<file path="src/rtl/ktc32_loader_pkg.sv">
// Shared constants and state encodings for the serial program loader.
package ktc32_loader_pkg;

  localparam logic [7:0] LOADER_HEADER = 8'hA5;

  typedef enum logic [2:0] {
    IDLE,
    LEN_HI,
    LEN_LO,
    DATA,
    CSUM,
    DONE,
    ERROR
  } loader_state_t;

  typedef enum logic [1:0] {
    RX_IDLE,
    RX_START,
    RX_DATA,
    RX_STOP
  } rx_state_t;

endpackage

</file>
<file path="src/rtl/uart_rx.sv">
// 8N1 UART receiver: 2-FF synchroniser, mid-bit sampling, one-cycle valid or
// framing-error pulse per frame.
module uart_rx
  import ktc32_loader_pkg::*;
#(
  parameter int CLKS_PER_BIT = 868
) (
  input  logic       clk,
  input  logic       reset,
  input  logic       rx,
  output logic       rx_valid,
  output logic [7:0] rx_data,
  output logic       frame_err
);

  localparam int CW = $clog2(CLKS_PER_BIT + 1);
  localparam logic [CW-1:0] HALF = CW'(CLKS_PER_BIT / 2 - 1);
  localparam logic [CW-1:0] FULL = CW'(CLKS_PER_BIT - 1);

  rx_state_t   state, state_n;
  logic [CW-1:0] cnt, cnt_n;
  logic [2:0]  bit_idx, bit_n;
  logic [7:0]  shreg, shreg_n;
  logic        valid_n, ferr_n;
  logic        rx_meta, rx_sync, rx_prev;

  // rx_prev lets the idle state see a genuine high-to-low transition.
  always_ff @(posedge clk or negedge reset) begin
    if (!reset) begin
      rx_meta <= 1'b1;
      rx_sync <= 1'b1;
      rx_prev <= 1'b1;
    end else begin
      rx_meta <= rx;
      rx_sync <= rx_meta;
      rx_prev <= rx_sync;
    end
  end

  always_ff @(posedge clk or negedge reset) begin
    if (!reset) begin
      state     <= RX_IDLE;
      cnt       <= '0;
      bit_idx   <= '0;
      shreg     <= '0;
      rx_valid  <= 1'b0;
      frame_err <= 1'b0;
    end else begin
      state     <= state_n;
      cnt       <= cnt_n;
      bit_idx   <= bit_n;
      shreg     <= shreg_n;
      rx_valid  <= valid_n;
      frame_err <= ferr_n;
    end
  end

  always_comb begin
    state_n = state;
    cnt_n   = cnt + CW'(1);
    bit_n   = bit_idx;
    shreg_n = shreg;
    valid_n = 1'b0;
    ferr_n  = 1'b0;
    case (state)
      RX_IDLE: begin
        cnt_n = '0;
        if (rx_prev && !rx_sync) state_n = RX_START;
      end
      // A start bit that is high again at half-bit time was a glitch.
      RX_START: begin
        if (cnt == HALF) begin
          cnt_n   = '0;
          bit_n   = '0;
          state_n = rx_sync ? RX_IDLE : RX_DATA;
        end
      end
      RX_DATA: begin
        if (cnt == FULL) begin
          cnt_n   = '0;
          shreg_n = {rx_sync, shreg[7:1]};
          bit_n   = bit_idx + 3'd1;
          if (bit_idx == 3'd7) state_n = RX_STOP;
        end
      end
      RX_STOP: begin
        if (cnt == FULL) begin
          cnt_n   = '0;
          state_n = RX_IDLE;
          valid_n = rx_sync;
          ferr_n  = !rx_sync;
        end
      end
      default: state_n = RX_IDLE;
    endcase
  end

  assign rx_data = shreg;

endmodule

</file>
<file path="src/rtl/uart_loader.sv">
// Receives a framed, checksummed program image over UART, writes it to RAM
// and releases the CPU from reset once the image is verified.
module uart_loader
  import ktc32_loader_pkg::*;
#(
  parameter int CLK_FREQ       = 100_000_000,
  parameter int BAUD           = 115_200,
  parameter int ADDR_WIDTH     = 14,
  parameter int TIMEOUT_CYCLES = 10_000_000
) (
  input  logic                  clk,
  input  logic                  reset,
  input  logic                  uart_rx,
  output logic                  mem_we,
  output logic [ADDR_WIDTH-1:0] mem_addr,
  output logic [31:0]           mem_wdata,
  output logic                  cpu_reset_n,
  output logic                  busy,
  output logic                  done,
  output logic                  error
);

  localparam int CLKS_PER_BIT = CLK_FREQ / BAUD;
  localparam int TW = $clog2(TIMEOUT_CYCLES + 1);
  localparam logic [TW-1:0] TLAST = TW'(TIMEOUT_CYCLES - 1);
  localparam logic [16:0] MAX_WORDS = 17'(1) << ADDR_WIDTH;

  loader_state_t   state, state_n;
  logic            rx_valid, frame_err;
  logic [7:0]      rx_data;
  logic [15:0]     len;
  logic [ADDR_WIDTH:0] widx;
  logic [7:0]      csum;
  logic [31:0]     word_buf;
  logic [1:0]      byte_idx;
  logic [TW-1:0]   timer;
  logic            in_load, timed_out, last_word, is_header;
  logic [16:0]     new_len;

  uart_rx #(.CLKS_PER_BIT(CLKS_PER_BIT)) u_rx (
    .clk      (clk),
    .reset    (reset),
    .rx       (uart_rx),
    .rx_valid (rx_valid),
    .rx_data  (rx_data),
    .frame_err(frame_err)
  );

  assign in_load   = (state == LEN_HI) || (state == LEN_LO) || (state == DATA) || (state == CSUM);
  assign timed_out = in_load && !rx_valid && (timer == TLAST);
  assign new_len   = {1'b0, len[15:8], rx_data};
  assign last_word = (17'(widx) + 17'd1) == {1'b0, len};
  assign is_header = (rx_data == LOADER_HEADER);

  assign busy  = in_load;
  assign done  = (state == DONE);
  assign error = (state == ERROR);

  // Next-state logic; framing errors and timeouts override any byte decode.
  always_comb begin
    state_n = state;
    case (state)
      IDLE, ERROR: if (rx_valid && is_header) state_n = LEN_HI;
      LEN_HI:      if (rx_valid) state_n = LEN_LO;
      LEN_LO: begin
        if (rx_valid) begin
          if (new_len > MAX_WORDS)  state_n = ERROR;
          else if (new_len == '0)   state_n = CSUM;
          else                      state_n = DATA;
        end
      end
      DATA:    if (rx_valid && byte_idx == 2'd3 && last_word) state_n = CSUM;
      CSUM:    if (rx_valid) state_n = (rx_data == csum) ? DONE : ERROR;
      DONE:    state_n = DONE;
      default: state_n = IDLE;
    endcase
    if (in_load && (frame_err || timed_out)) state_n = ERROR;
  end

  always_ff @(posedge clk or negedge reset) begin
    if (!reset) begin
      state       <= IDLE;
      len         <= '0;
      widx        <= '0;
      csum        <= '0;
      word_buf    <= '0;
      byte_idx    <= '0;
      timer       <= '0;
      mem_we      <= 1'b0;
      mem_addr    <= '0;
      mem_wdata   <= '0;
      cpu_reset_n <= 1'b0;
    end else begin
      state       <= state_n;
      mem_we      <= 1'b0;
      cpu_reset_n <= (state == DONE);
      timer       <= (in_load && !rx_valid) ? timer + TW'(1) : '0;
      if (rx_valid) begin
        case (state)
          IDLE, ERROR: begin
            if (is_header) begin
              widx     <= '0;
              csum     <= '0;
              byte_idx <= '0;
            end
          end
          LEN_HI: len[15:8] <= rx_data;
          LEN_LO: len[7:0]  <= rx_data;
          // The fourth byte completes the word; it is written on the next cycle.
          DATA: begin
            csum <= csum ^ rx_data;
            word_buf[{byte_idx, 3'b000} +: 8] <= rx_data;
            byte_idx <= byte_idx + 2'd1;
            if (byte_idx == 2'd3) begin
              mem_we    <= 1'b1;
              mem_addr  <= widx[ADDR_WIDTH-1:0];
              mem_wdata <= {rx_data, word_buf[23:0]};
              widx      <= widx + 1'b1;
            end
          end
          default: ;
        endcase
      end
    end
  end

endmodule

</file>
<file path="config.mk">
export PLATFORM = sky130hd
export DESIGN_NAME = uart_loader
export DESIGN_NICKNAME = d
export VERILOG_FILES = /design/src/rtl/ktc32_loader_pkg.sv /design/src/rtl/uart_rx.sv /design/src/rtl/uart_loader.sv
export SDC_FILE = /design/constraint.sdc
export NUM_CORES = 1
export LEC_CHECK = 0
export ABC_CLOCK_PERIOD_IN_PS = 7400
export BUFFER_PORTS_ARGS = -buffer_cell sky130_fd_sc_hd__buf_2
export CAP_MARGIN = 25
export CORE_MARGIN = 2
export CORE_UTILIZATION = 55
export CTS_BUF_LIST = sky130_fd_sc_hd__clkbuf_8
export CTS_CLUSTER_DIAMETER = 120
export DETAILED_ROUTE_END_ITERATION = 8
export HOLD_SLACK_MARGIN = 0.15
export PLACE_DENSITY = 0.83
export SLEW_MARGIN = 20
export SYNTH_ARGS = -nofsm -noshare
export SYNTH_HDL_FRONTEND = slang
export SYNTH_SLANG_ARGS = --single-unit
</file>
<file path="constraint.sdc">
create_clock -name clk -period 7.4 [get_ports clk]
set_input_delay 0.74 -clock clk [delete_from_list [all_inputs] [get_ports clk]]
set_output_delay 0.74 -clock clk [all_outputs]
set_load 0.005 [all_outputs]
</file>
# After elaboration in Yosys (flattened, before gate mapping)
# Cells that the tools add are included.
totals:
  mem_count: 0
  mem_bits_ro: 0
  reg_bits: 176
  in_bits: 3
  latchBits: 0
  ram_bits: 0
  elab_cells: 130
op_classes:
  div: 0
  addsub: 7
  muxes: 39
  n_reduce_logical: 30
  eq_ne: 29
  shifts: 2
  n_bitwise: 1
  mul: 0
  magnitude_cmp: 1
ops:
  columns: ["operator", "count"]
  rows:
  - ["32-bit bitwise mux", 1]
  - ["8-bit by 7-bit variable shift with 32-bit output, first input constant", 1]
  - ["8-bit by 7-bit indexed part select with 32-bit output", 1]
  - ["15-bit two-way mux", 2]
  - ["3-bit two-way mux", 10]
  - ["10-bit case mux with 3 select lines", 1]
  - ["15-bit case mux with 2 select lines", 1]
  - ["24-bit by 1-bit adder with 24-bit output, second input constant", 1]
  - ["24-bit equality test, second input constant", 1]
  - ["24-bit two-way mux", 1]
  - ["10-bit two-way mux", 2]
  - ["3-bit case mux with 6 select lines", 1]
  - ["17-bit logical NOT", 1]
  - ["15-bit by 1-bit adder with 16-bit output, second input constant", 1]
  - ["16-bit equality test", 1]
  - ["16-bit by 15-bit > comparator with 1-bit output, second input constant", 1]
  - ["2-bit two-way mux", 8]
  - ["8-bit case mux with 2 select lines", 1]
  - ["15-bit by 1-bit adder with 15-bit output, second input constant", 1]
  - ["3-bit equality test, second input constant", 4]
  - ["2-bit by 1-bit inequality test with 1-bit output, second input constant", 6]
  - ["3-bit by 1-bit inequality test with 1-bit output, second input constant", 4]
  - ["10-bit by 1-bit adder with 10-bit output, second input constant", 1]
  - ["10-bit equality test, second input constant", 1]
  - ["29 further kinds", 56]

# Longest topological paths before layout
# Gate-level depths: netlist of the first run.
depth:
  ltp_word: 10
  depth_mapped: 10
  depth_no_buf: 9

# Modules after synthesis
# Synthesis of the first run repeated with hierarchy kept, for this count alone.
unflattened:
  hier_cells: 858
  hier_area_um2: 8075.2
by_module_without_submodules:
  columns: ["mod", "instances", "area_each_um2", "cells_per_inst", "seq_area_each_um2"]
  rows:
  - ["uart_loader", 1, 6744.0, 753, 3503.4]
  - ["uart_rx", 1, 1331.3, 105, 704.4]

# Worst setup path before layout of the first run
# OpenSTA, ideal clock, no wires.
synth_path:
  path_type: "register to register"
  start: "register widx[0]"
  end: "register state[0]"
  required_ns: 7.276
  setup_time_ns: 0.124
  path_slack_ns: 4.981
  path_buffers: 1
  synth_period_minus_slack_ns: 2.419
  arrival_ns: 2.295
  stages_incl_launch_ff: 11
  cell_sequence: "dfrtp_1 > ha_1 > and3_1 > buf_2 > nand4_1 > xnor2_1 > mux2_2 > o22ai_1 > nor4_1 > nor2_1 > o31a_1"
synth_between:
  elab_chain_len: 5
synth_lines:
  columns: ["element", "line", "source"]
  rows:
  - ["start: declaration", "uart_loader.sv:32", "logic [ADDR_WIDTH:0] widx;"]
  - ["start signal: assignment", "uart_loader.sv:118", "widx <= widx + 1'b1;"]
  - ["15-bit by 1-bit adder with 16-bit output", "uart_loader.sv:52", "assign last_word = (17'(widx) + 17'd1) == {1'b0, len};"]
  - ["16-bit equality test", "uart_loader.sv:52", null]
  - ["1-bit logical AND", "uart_loader.sv:72", "DATA: if (rx_valid && byte_idx == 2'd3 && last_word) state_n = CSUM;"]
  - ["3-bit by 1-bit inequality test with 1-bit output (no line)", null, null]
  - ["5-bit AND reduction (no line)", null, null]
  - ["end signal: assignment", "uart_loader.sv:94", "state <= state_n;"]
  - ["end: declaration", "uart_loader.sv:28", "loader_state_t state, state_n;"]
# No other way between the ends.
# A chain may end at the register's enable or synchronous reset.

# Final worst setup path of the first run
# Same ends and word-level chain as after synthesis.

==> results.py, run 1 <==
metrics = {
    "synth": {
        "synth_warnings": 0,
        "syn_area_um2": 7986,
        "netlist_instances": 859,
        "ys_top_cells_by_count": "sky130_fd_sc_hd__nand2_1, sky130_fd_sc_hd__dfrtp_1, sky130_fd_sc_hd__o21ai_0",
        "synth-edff-count": 0,
        "synthFlopType": "sky130_fd_sc_hd__dfrtp_1",
        "ys_seq_area_share_pct": 52.69,
        "synthDominantAreaCellType": "sky130_fd_sc_hd__dfrtp_1",
        "synth.most_common_cell": "sky130_fd_sc_hd__nand2_1",
        "synth_cell_types": 54,
        "postSynth.asyncResetShare_pct": 100.0,
        "synth_area_leaders": "sky130_fd_sc_hd__dfrtp_1, sky130_fd_sc_hd__nand2_1, sky130_fd_sc_hd__o21ai_0",
        "synth_seq_cells": 168,
        "synthesized_area_divided_by_synthesized_cell_count_um2": 9.297,
        "synth_top_area_share_pct": 51.70,
        "synthesis.nets": 877,
    },
    "grt": {
        "met1_capacity_usage_during_global_routing_pct": 31.66,
        "grt_pass1_wl_mm": 27.83,
        "antenna_found_initial": 0,
        "grt.busiest_layer": "met2",
        "use_met2_pct": 32.30,
        "grt_max_degree": 98,
        "grt.overflow.total": 0,
        "grt_pass1_vias": 5709,
        "global_route.usage.met3_pct": 4.510,
        "grt.total_usage_pct": 21.88,
    },
    "min_path": {
        "min_path_type": "in -> async",
    },
    "sta": {
        "timing.final.crit_share_pct": 39.23,
        "worst_slew_pin_slew_ns": 1.035,
        "slew_violations": 0,
        "fmax_mhz": 344.5,
        "timing.clock.skew_ns": 0.01547,
        "final.setup.worst_slack_ns": 4.497,
        "time_the_final_worst_path_needs_with_i_o_delays_and_setup_ns": 2.903,
        "rsz0062_at_grt": "no",
        "setup_violations_final": 0,
        "tns_ns": 0,
        "timing.final.hold_violations": 0,
        "slew_headroom_pct": 30.83,
    },
    "finish": {
        "nFillCells": 1148,
        "synthToLayoutAreaGrowth_pct": 9.839,
        "n_antenna_cell": 0,
        "fin_cells": 1088,
        "post_route_cells_drive_above_1_share_pct": 13.83,
        "nets": 910,
    },
    "floorplan": {
        "height_of_the_die_um": 124.5,
        "die_w_um": 124.5,
        "core_region_area_um2": 14370,
        "die_area_um2": 15500,
        "initial_core_util_pct": 55.58,
        "ios": 54,
        "core.rowCount": 44,
    },
    "placed_design": {
        "post-dp-hpwl_mm": 10.44,
        "post-place-ws_ns": 4.627,
        "place_inst": 1056,
        "port_buffers": 53,
        "finalWeightedCongestion": 0.9177,
    },
    "cts": {
        "clk_pin_slew_worst_paths_ns": 0.09,
        "clock_sink_count": 168,
        "ctsHtreeMaxLevel": 4,
        "cts-root-buf": "sky130_fd_sc_hd__clkbuf_8",
        "post_cts_resize_count": 0,
        "cts_inserted_buffers": 17,
        "post_cts_hold_buffer_count": 0,
        "post_cts_buffers": 0,
        "cts_tree": "built",
        "clkLatencyLatePin_ns": 0.46,
        "cts_max_path_buffers": 2,
    },
    "pwr": {
        "comb_pwr_share_pct": 6.0,
        "switch_share_pct": 25.23,
        "net-switching-power_uw": 440.8,
        "p_leak_uw": 0.004246,
        "ir_worst_vdd_uv": 124.5,
        "internal_power_uw": 1306,
        "seqPwrFrac_pct": 54.1,
        "pwr_density_cell_nw_per_um2": 199.1,
        "clock_network_fraction_of_total_power_pct": 40.0,
    },
    "critical_path": {
        "timing.critical_path.fanout_max": 7,
        "cp_data_required_time_ns": 7.75,
        "worst_ep_arrival_time_ns": 3.25,
        "critical_path_class": "reg -> reg",
        "timing.critical_path.to_type": "flip-flop",
        "timing.critical_path.from_type": "flip-flop",
    },
    "drt": {
        "drt_pass1_iterations": 5,
        "drt_wl_total_mm": 16.32,
        "drt.antenna.violating_nets": 0,
        "dr_total_vias": 6107,
        "drt-initial-drc-count": 515,
        "drc": 0,
        "via_per_inst": 5.613,
        "wire_per_inst_um": 15.00,
    },
    "flow_run": {
        "maxCapViolations": 0,
    },
    "status": {
        "run_status": "finished clean",
    },
}
final timing paths:
check	cells after the start	startpoint	endpoint	slack [ns]
max	9	widx[0]	state[0]	4.50
max reg2reg	9	widx[0]	state[0]	4.50
min reg2reg	0	u_rx.rx_meta	u_rx.rx_sync	0.35
min	1	reset	mem_wdata[6]	0.35
min in group clk	0	u_rx.rx_meta	u_rx.rx_sync	0.35
max in group asynchronous	2	reset	timer[11]	5.61
critical path, stage by stage (launching register included):
cell                      delay [ns]
sky130_fd_sc_hd__dfrtp_1        0.52
sky130_fd_sc_hd__ha_1           0.33
sky130_fd_sc_hd__and3_1         0.31
sky130_fd_sc_hd__nand4_1        0.29
sky130_fd_sc_hd__xnor2_1        0.23
sky130_fd_sc_hd__mux2_2         0.18
sky130_fd_sc_hd__o22ai_1        0.06
sky130_fd_sc_hd__nor4_1         0.44
sky130_fd_sc_hd__nor2_1         0.12
sky130_fd_sc_hd__o31a_1         0.31
stage by stage:
stage,instance area [um^2],total power [uW],util (%),hold slack [ns]
5_1_grt,8772,1818,61.05,0.3551
3_5_place_dp,8346,1068,58.08,0.3488
3_3_place_gp,8346,1064,58.08,0.3459
6_report,8772,1747,61.05,0.3490
2_1_floorplan,7986,1031,-,0.3452
4_1_cts,8767,1765,61.02,0.3548
registers in the layout (all words and copies together) (netlist names), 8 cells and up, named ones only:
register      count
mem_wdata        32
timer            24
word_buf         24
len              16
widx             15
mem_addr         14
u_rx.cnt         10
csum              8
u_rx.rx_data      8
kinds of logic after synthesis:
group,share of synthesized area (%)
buf+inv,2.883
mux,4.026
fa+ha+maj,2.350
compound gates,8.821
simple gates,23.20
flops,52.69
xor+xnor,6.032
cell type report:
cell class | instances | area, um^2 | share of cell area [%]
multi-input cells | 632 | 3553 | 40.51
clock inverters | 14 | 187.7 | 2.139
inverters | 16 | 60.06 | 0.6846
clock buffers | 17 | 234.0 | 2.667
well taps | 184 | 230.2 | 2.624
flip-flops and latches | 168 | 4208 | 47.97
repair buffers | 57 | 299.0 | 3.409
routing by layer:
metal | part of all wire (%) | routed length, um
met1 | 46 | 7562
met2 | 47 | 7618
met3 | 4.7 | 774
met4 | 2.3 | 368
met5 | 0 | 0
placed cells by master, fill, tap and decap left out, types with 12 or more instances in the layout:
cell type	netlist	final
sky130_fd_sc_hd__buf_2	7	52
sky130_fd_sc_hd__a21oi_1	12	12
sky130_fd_sc_hd__inv_1	15	16
sky130_fd_sc_hd__nor2_1	76	76
sky130_fd_sc_hd__nand3_1	22	21
sky130_fd_sc_hd__o21ai_0	82	82
sky130_fd_sc_hd__nand2_1	236	236
sky130_fd_sc_hd__mux2_2	25	25
sky130_fd_sc_hd__nand4_1	14	14
sky130_fd_sc_hd__xnor2_1	33	33
sky130_fd_sc_hd__dfrtp_1	165	165
sky130_fd_sc_hd__ha_1	15	15
sky130_fd_sc_hd__clkbuf_8	0	17
sky130_fd_sc_hd__xor2_1	22	22
power groups by stage:
stage | registers [uW] | clock network [uW] | logic [uW]
after floorplan | 960 | 0 | 70.6
after global routing | 947 | 750 | 121
after global placement | 963 | 0 | 102
after CTS | 945 | 714 | 106
final | 945 | 698 | 104
after detailed placement | 963 | 0 | 106
(Power assumes the default switching activity.)
==> run 2, diff against run 1 <==
--- a/config.mk
+++ b/config.mk
@@ -5,7 +5,7 @@
 export SDC_FILE = /design/constraint.sdc
 export NUM_CORES = 1
 export LEC_CHECK = 0
-export ABC_CLOCK_PERIOD_IN_PS = 7400
+export ABC_CLOCK_PERIOD_IN_PS = 2750
 export BUFFER_PORTS_ARGS = -buffer_cell sky130_fd_sc_hd__buf_2
 export CAP_MARGIN = 25
 export CORE_MARGIN = 2
==> constraint.sdc (replaced) <==
create_clock -name clk -period 2.75 [get_ports clk]
set_input_delay 0.275 -clock clk [delete_from_list [all_inputs] [get_ports clk]]
set_output_delay 0.275 -clock clk [all_outputs]
set_load 0.005 [all_outputs]
==> run 2 against run 1 <==
Net effect: final area rose by 3.2%; largest cell class unchanged; maximum frequency grew 17%; via count rose by 1.9%; clock skew rose by 0.0068 ns; highest routed layer unchanged; largest power group unchanged; critical path depth is the same.
==> results.py, run 2 (synthesis gave the netlist of run 1 again) <==
metrics = {
    "drt": {
        "drt_pass1_iterations": 4,
        "drt_wl_total_mm": 17.35,
        "dr_total_vias": 6226,
        "drc": 0,
        "wire_per_inst_um": 15.51,
        "via_per_inst": 5.564,
        "drt-initial-drc-count": 572,
        "drt.antenna.violating_nets": 0,
    },
    "grt": {
        "grt_pass1_wl_mm": 29.79,
        "grt.total_usage_pct": 23.74,
        "grt_pass1_vias": 6138,
        "grt.overflow.total": 0,
        "grt_max_degree": 62,
        "antenna_found_initial": 0,
    },
    "sta": {
        "timing.final.crit_share_pct": 90.53,
        "timing.clock.skew_ns": 0.02226,
        "tns_ns": 0,
        "setup_violations_final": 0,
        "slew_violations": 0,
        "timing.final.hold_violations": 0,
        "time_the_final_worst_path_needs_with_i_o_delays_and_setup_ns": 2.489,
        "fmax_mhz": 401.7,
        "rsz0062_at_grt": "no",
        "slew_headroom_pct": 28.44,
        "worst_slew_pin_slew_ns": 1.071,
    },
    "cts": {
        "cts_max_path_buffers": 2,
        "cts_tree": "built",
        "cts-root-buf": "sky130_fd_sc_hd__clkbuf_8",
        "clk_pin_slew_worst_paths_ns": 0.10,
        "clkLatencyLatePin_ns": 0.48,
        "cts_inserted_buffers": 17,
        "clock_sink_count": 168,
        "ctsHtreeMaxLevel": 4,
    },
    "critical_path": {
        "crit_path_start": "widx[1]",
        "cp_slowest_cell": "sky130_fd_sc_hd__dfrtp_1",
        "highest_cell_delay_on_the_worst_timing_path_ns": 0.37,
        "cp_data_required_time_ns": 3.11,
        "worst_ep_arrival_time_ns": 2.85,
        "worstPathBufferInverterCount": 0,
        "critical_path_class": "reg -> reg",
        "timing.critical_path.max_delay_family": "simple AND/OR/NAND/NOR gates",
        "timing.critical_path.from_type": "flip-flop",
        "timing.critical_path.fanout_max": 6,
        "worstPathCellList": "ha_1 > nand3_1 > nor4_4 > nor3b_1 > nor3_1 > o2111ai_1 > nor4_2 > nor2_1 > o31a_1",
        "stages_on_worst_setup_path": 9,
        "rr_startpoint": "widx[1]",
        "reg2reg_depth": 9,
        "timing.critical_path.to_type": "flip-flop",
    },
    "pwr": {
        "pwr_density_cell_nw_per_um2": 522.5,
        "p_leak_uw": 0.004409,
        "ir_worst_vdd_uv": 339.2,
    },
    "finish": {
        "layout_commonest_cell": "sky130_fd_sc_hd__nand2_1",
        "synthToLayoutAreaGrowth_pct": 13.40,
        "largest_register_ff_count": 32,
        "nets": 940,
        "layout_top_registers": "mem_wdata x32, timer x24, word_buf x24",
        "mostFrequentLayoutCells": "sky130_fd_sc_hd__nand2_1, sky130_fd_sc_hd__dfrtp_1, sky130_fd_sc_hd__o21ai_0",
        "regMostFlops": "mem_wdata",
        "post_route_cells_drive_above_1_share_pct": 16.68,
        "n_antenna_cell": 0,
        "finish.utilization_pct": 63.03,
    },
    "floorplan": {
        "height_of_the_die_um": 124.5,
        "die_area_um2": 15500,
        "initial_core_util_pct": 55.58,
        "core.rowCount": 44,
        "ios": 54,
        "core_region_area_um2": 14370,
        "die_w_um": 124.5,
    },
    "placed_design": {
        "port_buffers": 53,
        "finalWeightedCongestion": 0.9191,
        "post-dp-hpwl_mm": 11.55,
    },
    "flow_run": {
        "maxCapViolations": 0,
    },
    "min_path": {
        "min_path_type": "in -> async",
    },
    "status": {
        "run_status": "finished clean",
    },
}
run 2: changes by cell type in the layout (fill, tap and decap cells not counted):
cell / change
sky130_fd_sc_hd__clkbuf_2: -1
sky130_fd_sc_hd__buf_12: +2
sky130_fd_sc_hd__clkinv_2: +1
sky130_fd_sc_hd__inv_8: +1
sky130_fd_sc_hd__buf_4: +27
sky130_fd_sc_hd__clkinvlp_4: +1
sky130_fd_sc_hd__inv_6: -2
sky130_fd_sc_hd__nor4_2: +1
sky130_fd_sc_hd__inv_1: -1
sky130_fd_sc_hd__dlygate4sd3_1: +2
sky130_fd_sc_hd__clkinv_4: -2
sky130_fd_sc_hd__nor4_1: -1
sky130_fd_sc_hd__bufinv_16: -1
sky130_fd_sc_hd__clkinv_8: +4
run 2: area by class of cell:
| class | count | area (um^2) |
|---|---|---|
| Clock buffer | 17 | 234.0 |
| Clock inverter | 15 | 207.7 |
| Fill cell | 1147 | 5313 |
| Inverter | 16 | 60.06 |
| Multi-Input combinational cell | 632 | 3560 |
| Sequential cell | 168 | 4208 |
| Tap cell | 184 | 230.2 |
| Timing Repair Buffer | 87 | 556.8 |
run 2: repair_timing:
action | in CTS | in global routing
endpoints found under the hold margin | 58 | 0
buffers inserted | 0 | 2
hold buffers | 2 | 0
gates resized for setup | 0 | 1
endpoints found under the setup margin | 0 | 2
run 2: through the flow:
| stage | power [uW] | setup WS, ns | area, um^2 | hold slack (ns) | std cells |
|---|---|---|---|---|---|
| finish | 4732 | 0.2605 | 9056 | 0.3366 | 1119 |
| floorplan | 2774 | 0.3310 | 7986 | -0.02059 | 859 |
| detailed placement | 2881 | 0.1418 | 8573 | 0.2839 | 1083 |
| global route | 4932 | 0.003109 | 9056 | 0.3680 | 1119 |
| CTS | 4777 | 0.09328 | 9035 | 0.3308 | 1117 |
| global placement | 2869 | 0.2416 | 8573 | 0.2888 | 1083 |
run 2: worst paths after layout:
path / to / slack, ns
max reg2reg: state[0] / 0.26
min reg2reg: u_rx.rx_sync / 0.36
min in group clk: u_rx.rx_sync / 0.36
max: state[0] / 0.26
min: mem_wdata[5] / 0.34
max in group asynchronous: widx[10] / 1.68
run 2: routing by layer:
layer  global-route usage [%]  routed length, um  vias to the layer above
met1                    32.88               7939                     3023
met3                    5.026                914                       38
met4                    10.38                420                        0
li1                         -                  -                     2996
met2                    36.45               8079                      169
met5                        0                  0                        -
run 2: where the power goes:
group / switching (uW) / internal, uW
Clock: 1040 / 862
Combinational: 192 / 91.8
Sequential: 37.7 / 2510
Total: 1270 / 3460
==> run 3, diff against run 2 <==
--- a/config.mk
+++ b/config.mk
@@ -14,8 +14,9 @@
 export CTS_CLUSTER_DIAMETER = 120
 export DETAILED_ROUTE_END_ITERATION = 8
 export HOLD_SLACK_MARGIN = 0.15
-export PLACE_DENSITY = 0.83
+export PLACE_DENSITY = 0.82
 export SLEW_MARGIN = 20
 export SYNTH_ARGS = -nofsm -noshare
 export SYNTH_HDL_FRONTEND = slang
+export SYNTH_HIERARCHICAL = 1
 export SYNTH_SLANG_ARGS = --single-unit
==> run 3 against run 2 <==
Net effect: routed wire length decreased by 2.6%; clock skew fell by 0.011 ns; clock power fell by 9%; maximum frequency shrank 1.6%; first-iteration DRC count down 16%; critical path depth fell by 1; power is 4.2% lower; cell count shrank 1.1%; count of clock-buffer cells in the layout increased by 1; largest cell class unchanged.
==> results.py, run 3 <==
metrics = {
    "status": {
        "run_status": "finished clean",
    },
    "pwr": {
        "p_leak_uw": 0.004298,
        "pwr_density_cell_nw_per_um2": 505.9,
        "ir_worst_vdd_uv": 347.4,
        "post-layout-total-power_uw": 4532,
    },
    "grt": {
        "grt.overflow.total": 0,
        "grt_pass1_vias": 5864,
        "grt.total_usage_pct": 22.31,
        "antenna_found_initial": 0,
        "grt_pass1_wl_mm": 28.47,
        "grt_max_degree": 88,
    },
    "synth": {
        "synth_xor_area_share_pct": 6.074,
        "syn_area_um2": 8075,
        "synth_top_area_share_pct": 51.13,
        "synth-compound-area-share_pct": 9.699,
        "synth_warnings": 6,
        "netlist_instances": 858,
        "synthesized_area_divided_by_synthesized_cell_count_um2": 9.412,
        "ys_top_cells_by_count": "sky130_fd_sc_hd__nand2_1, sky130_fd_sc_hd__dfrtp_1, sky130_fd_sc_hd__o21ai_0",
        "synth_seq_cells": 168,
        "post_synth_and_or_nand_nor_area_fraction_pct": 23.54,
        "synthesis.nets": 872,
        "synthFlopType": "sky130_fd_sc_hd__dfrtp_1",
        "ys_seq_area_share_pct": 52.11,
        "synthDominantAreaCellType": "sky130_fd_sc_hd__dfrtp_1",
        "synth.most_common_cell": "sky130_fd_sc_hd__nand2_1",
        "synth_cell_types": 65,
        "synth.mux.area_fraction_pct": 3.765,
        "synth_area_leaders": "sky130_fd_sc_hd__dfrtp_1, sky130_fd_sc_hd__nand2_1, sky130_fd_sc_hd__o21ai_0",
        "synth-edff-count": 0,
        "postSynth.asyncResetShare_pct": 100.0,
        "post_synth_fa_ha_maj_area_fraction_pct": 1.704,
        "synth_top_family_by_area": "simple AND/OR/NAND/NOR gates",
    },
    "floorplan": {
        "initial_core_util_pct": 55.99,
        "core_region_area_um2": 14420,
        "core.rowCount": 44,
        "height_of_the_die_um": 125.2,
        "ios": 54,
        "die_area_um2": 15670,
        "die_w_um": 125.2,
    },
    "sta": {
        "slew_headroom_pct": 48.92,
        "time_the_final_worst_path_needs_with_i_o_delays_and_setup_ns": 2.529,
        "tns_ns": 0,
        "fin_worst_hold_slack_ns": 0.3614,
        "fmax_mhz": 395.4,
        "worst_slew_pin_slew_ns": 0.7661,
        "final.setup.worst_slack_ns": 0.2208,
        "timing.final.crit_share_pct": 91.97,
        "timing.final.hold_violations": 0,
        "rsz0062_at_grt": "no",
        "slew_violations": 0,
        "setup_violations_final": 0,
        "timing.clock.skew_ns": 0.01119,
    },
    "drt": {
        "drt-initial-drc-count": 479,
        "met2_length_mm": 7.880,
        "dr.max_layer_used": "met4",
        "drt.antenna.violating_nets": 0,
        "drt_pass1_iterations": 5,
        "drc": 0,
        "route.layer.met1.wl_mm": 7.963,
        "met3_length_um": 753,
        "drt_wl_total_mm": 16.90,
        "dr_total_vias": 6180,
        "wire_per_inst_um": 15.26,
        "via_per_inst": 5.583,
    },
    "critical_path": {
        "highest_cell_delay_on_the_worst_timing_path_ns": 0.50,
        "cp_slowest_cell": "sky130_fd_sc_hd__dfrtp_1",
        "timing.critical_path.to_type": "flip-flop",
        "critical_path_class": "reg -> reg",
        "cp_data_required_time_ns": 3.05,
        "timing.critical_path.from_type": "flip-flop",
        "timing.critical_path.fanout_max": 9,
        "r2r_setup_slack_ns": 0.22,
        "worstPathCellList": "ha_1 > nand3_1 > nor4_2 > xnor2_1 > a2111oi_0 > nand4b_1 > nand2_1 > a221oi_1",
        "worst_ep_arrival_time_ns": 2.83,
    },
    "placed_design": {
        "post-dp-hpwl_mm": 11.32,
        "place_inst": 1075,
        "port_buffers": 53,
        "finalWeightedCongestion": 0.9154,
        "post-place-ws_ns": 0.3106,
    },
    "finish": {
        "layout_commonest_cell": "sky130_fd_sc_hd__nand2_1",
        "fin_cells": 1107,
        "multiInputGateArea_um2": 3618,
        "regMostFlops": "mem_wdata",
        "post_route_cells_drive_above_1_share_pct": 16.03,
        "n_antenna_cell": 0,
        "largest_register_ff_count": 32,
        "nFillCells": 1214,
        "nets": 926,
        "regArea_um2": 4208,
        "mostFrequentLayoutCells": "sky130_fd_sc_hd__nand2_1, sky130_fd_sc_hd__dfrtp_1, sky130_fd_sc_hd__o21ai_0",
        "layout_top_registers": "mem_wdata x32, timer x24, word_buf x24",
        "synthToLayoutAreaGrowth_pct": 10.92,
    },
    "cts": {
        "clk_pin_slew_worst_paths_ns": 0.08,
        "post_cts_resize_count": 0,
        "ctsHtreeMaxLevel": 4,
        "cts_tree": "built",
        "clock_sink_count": 168,
        "cts-root-buf": "sky130_fd_sc_hd__clkbuf_8",
        "cts_inserted_buffers": 17,
        "clkLatencyLatePin_ns": 0.45,
        "cts_max_path_buffers": 2,
    },
    "min_path": {
        "min_path_type": "reg -> reg",
    },
    "flow_run": {
        "maxCapViolations": 0,
    },
}
==> run 3: cell count changes after synthesis, sizes merged, moves of 4 or more <==
cell | before | now
nor2 | 76 | 69
buf | 10 | 16
nor3 | 8 | 14
clkbuf | 33 | 28
inv | 16 | 11
nand3 | 22 | 17
a41oi | 0 | 4
and4 | 2 | 6
ha | 15 | 11
mux2i | 4 | 0
o21ai | 82 | 78
==> run 3: worst paths after layout <==
check | from | endpoint | cells past startpoint
worst max-delay path | widx[0] | state[0] | 8
worst min-delay path | u_rx/rx_meta | u_rx/rx_sync | 0
worst max register to register | widx[0] | state[0] | 8
worst min register to register | u_rx/rx_meta | u_rx/rx_sync | 0
max in group asynchronous | reset | len[3] | 3
min in group asynchronous | reset | mem_wdata[0] | 2
==> run 3: area by class of cell <==
class	instances	share of cell area [%]
clock buffer	18	2.766
clock inverter	12	1.564
inverter	11	0.4610
multi-input combinational	635	40.40
sequential	168	46.98
tap	184	2.570
timing repair buffer	79	5.266
==> run 3: critical path, delay by kind of cell (launching register included) <==
kind / cells / cell delay, ns
AOI/OAI and AO/OA: 2 / 0.41
xor gates and xnor gates: 1 / 0.13
DFF: 1 / 0.50
and+or+nand+nor: 4 / 1.03
adders and majority gates: 1 / 0.31
==> run 3: logic make-up (layout without fill, tap and decap cells) <==
family / Yosys count / count (layout)
xor gates and xnor gates: 56 / 56
adders and majority gates: 11 / 11
and+or+nand+nor: 415 / 415
DFF: 168 / 168
AOI/OAI and AO/OA: 128 / 128
buffers and inverters: 55 / 120
muxes: 25 / 25
==> run 3: per-stage QoR <==
step,utilization [%],cell area [um^2]
3_3_place_gp,59.27,8549
3_5_place_dp,59.27,8549
5_1_grt,62.10,8957
2_1_floorplan,-,8075
6_report,62.10,8957
4_1_cts,62.10,8957
==> run 3: what timing repair did <==
action / 4_1_cts / 5_1_grt
hold buffers: 2 / 0
buffers inserted: 0 / 0
hold endpoints to repair: 82 / 0
==> run 3: routing by layer <==
layer | vias to the layer above | track usage (%)
met1 | 2992 | 31.78
met5 | - | 0
met2 | 145 | 34.53
met3 | 24 | 5.306
met4 | 0 | 6.471
li1 | 3019 | -
==> run 3: power by group <==
part / internal [uW] / total [uW] / switching (uW)
Combinational: 81.1 / 196 / 115
Sequential: 2520 / 2600 / 81.6
Clock: 896 / 1730 / 837
